<file path="config.mk">
export PLATFORM = sky130hd
export DESIGN_NAME = alu_request_scheduler
export DESIGN_NICKNAME = d
export VERILOG_FILES = /design/src/rtl/alu_request_scheduler.sv
export SDC_FILE = /design/constraint.sdc
export NUM_CORES = 1
export LEC_CHECK = 0
export BUFFER_PORTS_ARGS = -buffer_cell sky130_fd_sc_hd__buf_2
export CORE_MARGIN = 3
export CORE_UTILIZATION = 48
export DETAILED_ROUTE_END_ITERATION = 10
export HOLD_SLACK_MARGIN = 0.02
export MAX_ROUTING_LAYER = met4
export PLACE_DENSITY = 0.79
export SYNTH_ARGS = -nofsm -noshare
export SYNTH_HDL_FRONTEND = slang
export SYNTH_SLANG_ARGS = --single-unit
export TNS_END_PERCENT = 10
</file>
<file path="constraint.sdc">
create_clock -name clk -period 2.4 [get_ports clk]
set_input_delay 0.6 -clock clk [delete_from_list [all_inputs] [get_ports clk]]
set_output_delay 0.6 -clock clk [all_outputs]
set_load 0.02 [all_outputs]
</file>
<file path="src/rtl/alu_request_scheduler.sv">
// alu_request_scheduler: round-robin sharing of one combinational signed 8-bit arithmetic unit between two requesters
module alu_request_scheduler #(
    parameter int LATENCY = 2,
    parameter int CNT_W = 16
) (
    input  logic             clk,
    input  logic             rst,
    input  logic             req0_valid,
    output logic             req0_ready,
    input  logic [7:0]       req0_a,
    input  logic [7:0]       req0_b,
    input  logic [1:0]       req0_op,
    input  logic             req1_valid,
    output logic             req1_ready,
    input  logic [7:0]       req1_a,
    input  logic [7:0]       req1_b,
    input  logic [1:0]       req1_op,
    output logic [7:0]       au_a,
    output logic [7:0]       au_b,
    output logic [1:0]       au_op,
    input  logic [15:0]      au_result,
    output logic             rsp_valid,
    input  logic             rsp_ready,
    output logic             rsp_id,
    output logic [15:0]      rsp_result,
    output logic             rsp_err,
    output logic             busy,
    output logic [CNT_W-1:0] ops_done
);
    typedef enum logic [1:0] {IDLE, EXEC, RESP} state_t;
    localparam logic [3:0] LOAD = 4'(LATENCY - 1);
    state_t state, state_nx;
    logic last_grant, gnt, hs, div0, cnt_zero;
    logic [3:0] cnt;
    logic [7:0] sel_a, sel_b;
    logic [1:0] sel_op;
    always_ff @(posedge clk or posedge rst)
        if (rst) state <= IDLE;
        else state <= state_nx;
    // with both requesters valid, the one that did not win last time is granted
    always_comb begin
        gnt = (req0_valid && req1_valid) ? ~last_grant : req1_valid;
        hs = (state == IDLE) && (req0_valid || req1_valid);
        sel_a = gnt ? req1_a : req0_a;
        sel_b = gnt ? req1_b : req0_b;
        sel_op = gnt ? req1_op : req0_op;
        div0 = (sel_op == 2'b11) && (sel_b == 8'd0);
        cnt_zero = cnt == 4'd0;
        req0_ready = hs && !gnt;
        req1_ready = hs && gnt;
        rsp_valid = state == RESP;
        busy = state != IDLE;
        state_nx = (state == IDLE && hs) ? (div0 ? RESP : EXEC) :
                   (state == EXEC && cnt_zero) ? RESP :
                   (state == RESP && rsp_ready) ? IDLE : state;
    end
    always_ff @(posedge clk or posedge rst)
        if (rst) begin
            last_grant <= 1'b1;
            cnt <= 4'd0;
            au_a <= 8'd0;
            au_b <= 8'd0;
            au_op <= 2'd0;
            rsp_id <= 1'b0;
            rsp_result <= 16'd0;
            rsp_err <= 1'b0;
            ops_done <= '0;
        end else begin
            if (hs) begin
                last_grant <= gnt;
                rsp_id <= gnt;
                if (div0) begin
                    rsp_result <= 16'd0;
                    rsp_err <= 1'b1;
                end else begin
                    au_a <= sel_a;
                    au_b <= sel_b;
                    au_op <= sel_op;
                    cnt <= LOAD;
                end
            end
            if (state == EXEC) begin
                cnt <= cnt - 4'd1;
                if (cnt_zero) begin
                    rsp_result <= au_result;
                    rsp_err <= 1'b0;
                end
            end
            if (rsp_valid && rsp_ready) ops_done <= ops_done + CNT_W'(1);
        end
endmodule

</file>
==> impl_metrics.csv <==
group,metric,value,unit
status,status,"finished clean",
global_route,grt_start_max_net_pins,35,
floorplanning,core_area,0.00561,mm2
sta,fin_ws,96.3,ps
floorplanning,dieArea,0.00684,mm2
sta,finalCriticalPeriod,2300,ps
clock_network,cts.clk_slew.worst_paths,60,ps
synth,syn_area_per_cell,10.7,um2
layout,area_growth_syn_to_layout,29.1,%
global_route,antenna_found_initial,0,
place,pre_cts_ws,132,ps
critical_path,cp_data_required_time,1800,ps
sta,setup_viol,0,
synth,yosys_register_bits,59,
synth,synth_ff_type,"dfrtp_1",
floorplanning,die_h,82.7,um
routing,ant_nets,0,
routing,postRouteWirelength,6840,um
sta,tightestPinTransition,560,ps
layout,drive_gt1_frac,0.400,
critical_path,rr_worst_depth,4,
sta,skew,6.07,ps
sta,fin_crit_sh,0.960,
layout,antenna_cells,0,
clock_network,ctsHtreeMaxLevel,3,
synth,syn-num-nets,324,
global_route,grt-ovfl-total,0,
sta,finalHoldViolCount,0,
global_route,grt_pass1_wl,10600,um
sta,finalSetupTns,0,ps
floorplanning,die_x,82.7,um
routing,viasPerCell,5.19,
sta,relSlewSlack,0.626,
sta,fmax,434,MHz
routing,vias,2372,
critical_path,crit_path_max_fanout,7,
synth,ys_types,48,
pwr,power_frac_seq,0.380,
floorplanning,fp-row-count,27,
clock_network,cts_tree,"done",
critical_path,arrival,1700,ps
clock_network,clockBufferDepth,2,
synth,ys_async_sr_fraction,1.00,
critical_path,critPathCaptureType,"primary output",
sta,rsz0062_at_grt,"no",
clock_network,clk_latency,320,ps
place,port_buffers,112,
routing,wl_per_cell,15.0,um
critical_path,r2r_start,"state[0]$_DFFE_PP0P_",
min_path,hold_path_class,"input port to asynchronous set/reset pin",
clock_network,cts_root_buffer,"clkbuf_8",
pwr,p_switching,1680,uW
place,place_congestion,0.902,
pwr,p_leak,0.00199,uW
sta,drv_slew,0,
critical_path,start_kind,"flip-flop",
pwr,comb_power_share,0.420,
routing,drc,0,
clock_network,clock-sinks,59,
critical_path,crit_type,"flip-flop to primary output",
layout,nFillCells,479,
pwr,power.share.clock,0.200,
synth,ys_warn_count,0,
floorplanning,start_util,0.504,
pwr,intPower,2660,uW
flow_run,maxCapViolCount,0,
pwr,ir_drop,751,uV
critical_path,r2r-end,"au_a[7]$_DFFE_PP0P_",
pwr,swShare,0.387,
synth,synth-edff-count,0,
clock_network,cts_made_buffers,9,
place,place_hpwl,5030,um
floorplanning,ios,113,
clock_network,postCtsSetupBuffers,0,
layout,nets,440,
routing,drt_iter0_drc,88,
clock_network,hold_buffers,0,
synth,syn_area,0.00282,mm2
global_route,first_global_vias,2259,
critical_path,r2r_slack,490,ps
synth,synth-seq-area-share,0.523,
synth,synthCells,264,
routing,drtPass1Iterations,4,
global_route,grt_util_all_layers,0.211,
pwr,pwr_density_cell,1190,mW/mm2
synth_stat cells, types with 2 or more instances:
master,count,area share
dfrtp_1,58,0.51
nand2_1,49,0.065
mux2i_1,19,0.067
a21oi_1,17,0.030
mux2_2,12,0.048
xnor2_1,10,0.031
nor2_1,9,0.012
inv_1,8,0.011
xor2_1,8,0.025
clkbuf_1,7,0.0093
nand3_1,7,0.012
o22ai_1,5,0.011
buf_6,4,0.016
nand4_1,4,0.0089
nor4_1,4,0.0089
a21o_1,3,0.0080
ha_1,3,0.013
nor3_1,3,0.0053
and3_1,2,0.0044
nand3b_1,2,0.0053
nand4b_1,2,0.0062
o21ai_0,2,0.0035
layout make-up:
cell class | count | area, um2 | share of cell area
sequential | 59 | 1480 | 0.405
clock buffer | 14 | 153 | 0.0419
timing repair buffer | 118 | 618 | 0.170
inverter | 8 | 30.0 | 0.00824
multi-input combinational | 184 | 1240 | 0.341
tap | 72 | 90.1 | 0.0247
clock inverter | 2 | 35.0 | 0.00961
timing repair:
item | CTS | global route
hold endpoints to repair | 0 | 0
pin swaps | 0 | 0
resized for setup | 3 | 1
cloned | 0 | 0
endpoints found under the setup margin | 1 | 1
how the worst max path moves through the flow:
stage / start / slack (ps) / end / depth (start not counted)
2_1_floorplan: state[0]$_DFFE_PP0P_ / 80 / req1_ready / 4
3_3_place_gp: req0_b[0] / 160 / au_b[0]$_DFFE_PP0P_ / 5
3_5_place_dp: req0_b[0] / 130 / au_b[0]$_DFFE_PP0P_ / 5
4_1_cts: state[0]$_DFFE_PP0P_ / 60 / req1_ready / 4
5_1_grt: state[0]$_DFFE_PP0P_ / 10 / req1_ready / 4
6_report: state[0]$_DFFE_PP0P_ / 100 / req1_ready / 4
logic make-up after synthesis:
group | Yosys count | share of synthesized area
AO/OA/AOI/OAI | 39 | 0.0917
flip-flops | 59 | 0.523
multiplexers | 32 | 0.119
AND/OR/NAND/NOR | 92 | 0.157
XOR/XNOR | 18 | 0.0558
adder cells (fa/ha/maj) | 3 | 0.0133
buffers and inverters | 21 | 0.0399
power groups by stage:
stage / Sequential, uW / Combinational, uW / Clock [uW]
after floorplan: 2040 / 872 / 0
after global placement: 1640 / 1780 / 0
after detailed placement: 1650 / 1820 / 0
after CTS: 1640 / 1840 / 890
after global routing: 1700 / 1980 / 946
final: 1650 / 1820 / 867
critical path: stages (launching register included):
cell and delay [ps]:
dfrtp_1 440, or2_4 300, or2_4 290, nor2_2 160, buf_2 180
layer usage:
layer	routed length (um)	share of wire	GRT usage
met2	3130	0.46	0.326
met5	0	0	-
met1	3080	0.45	0.268
met3	552	0.081	0.0607
met4	74	0.011	0.0686
sequential cells by signal, indices dropped and copies added, names as in the netlist:
| register | cells |
|---|---|
| state | 2 |
| cnt | 4 |
| rsp_result | 16 |
| au_op | 2 |
| au_b | 8 |
| rsp_err | 1 |
| rsp_id | 1 |
| au_a | 8 |
| ops_done | 16 |
| last_grant | 1 |
metrics by stage:
step | instance area, um2 | hold slack (ps) | utilization | total power (uW) | instances
final | 3640 | 325 | 0.650 | 4330 | 457
after global placement | 3450 | 454 | 0.615 | 3420 | 441
after detailed placement | 3450 | 460 | 0.615 | 3470 | 441
after CTS | 3640 | 344 | 0.649 | 4370 | 457
after global routing | 3640 | 365 | 0.650 | 4630 | 457
after floorplan | 2820 | 458 | - | 2910 | 264
layout by cell type (no fill, tap or decap), drive strengths merged, types with 4 or more instances in the layout:
master / instances
a21oi: 17
buf: 118
clkbuf: 14
dfrtp: 58
inv: 8
mux2: 13
mux2i: 19
nand2: 49
nand3: 7
nand4: 4
nor2: 10
nor4: 4
o22ai: 6
xnor2: 10
xor2: 8
Note: power is estimated with default switching activity, not from simulation.
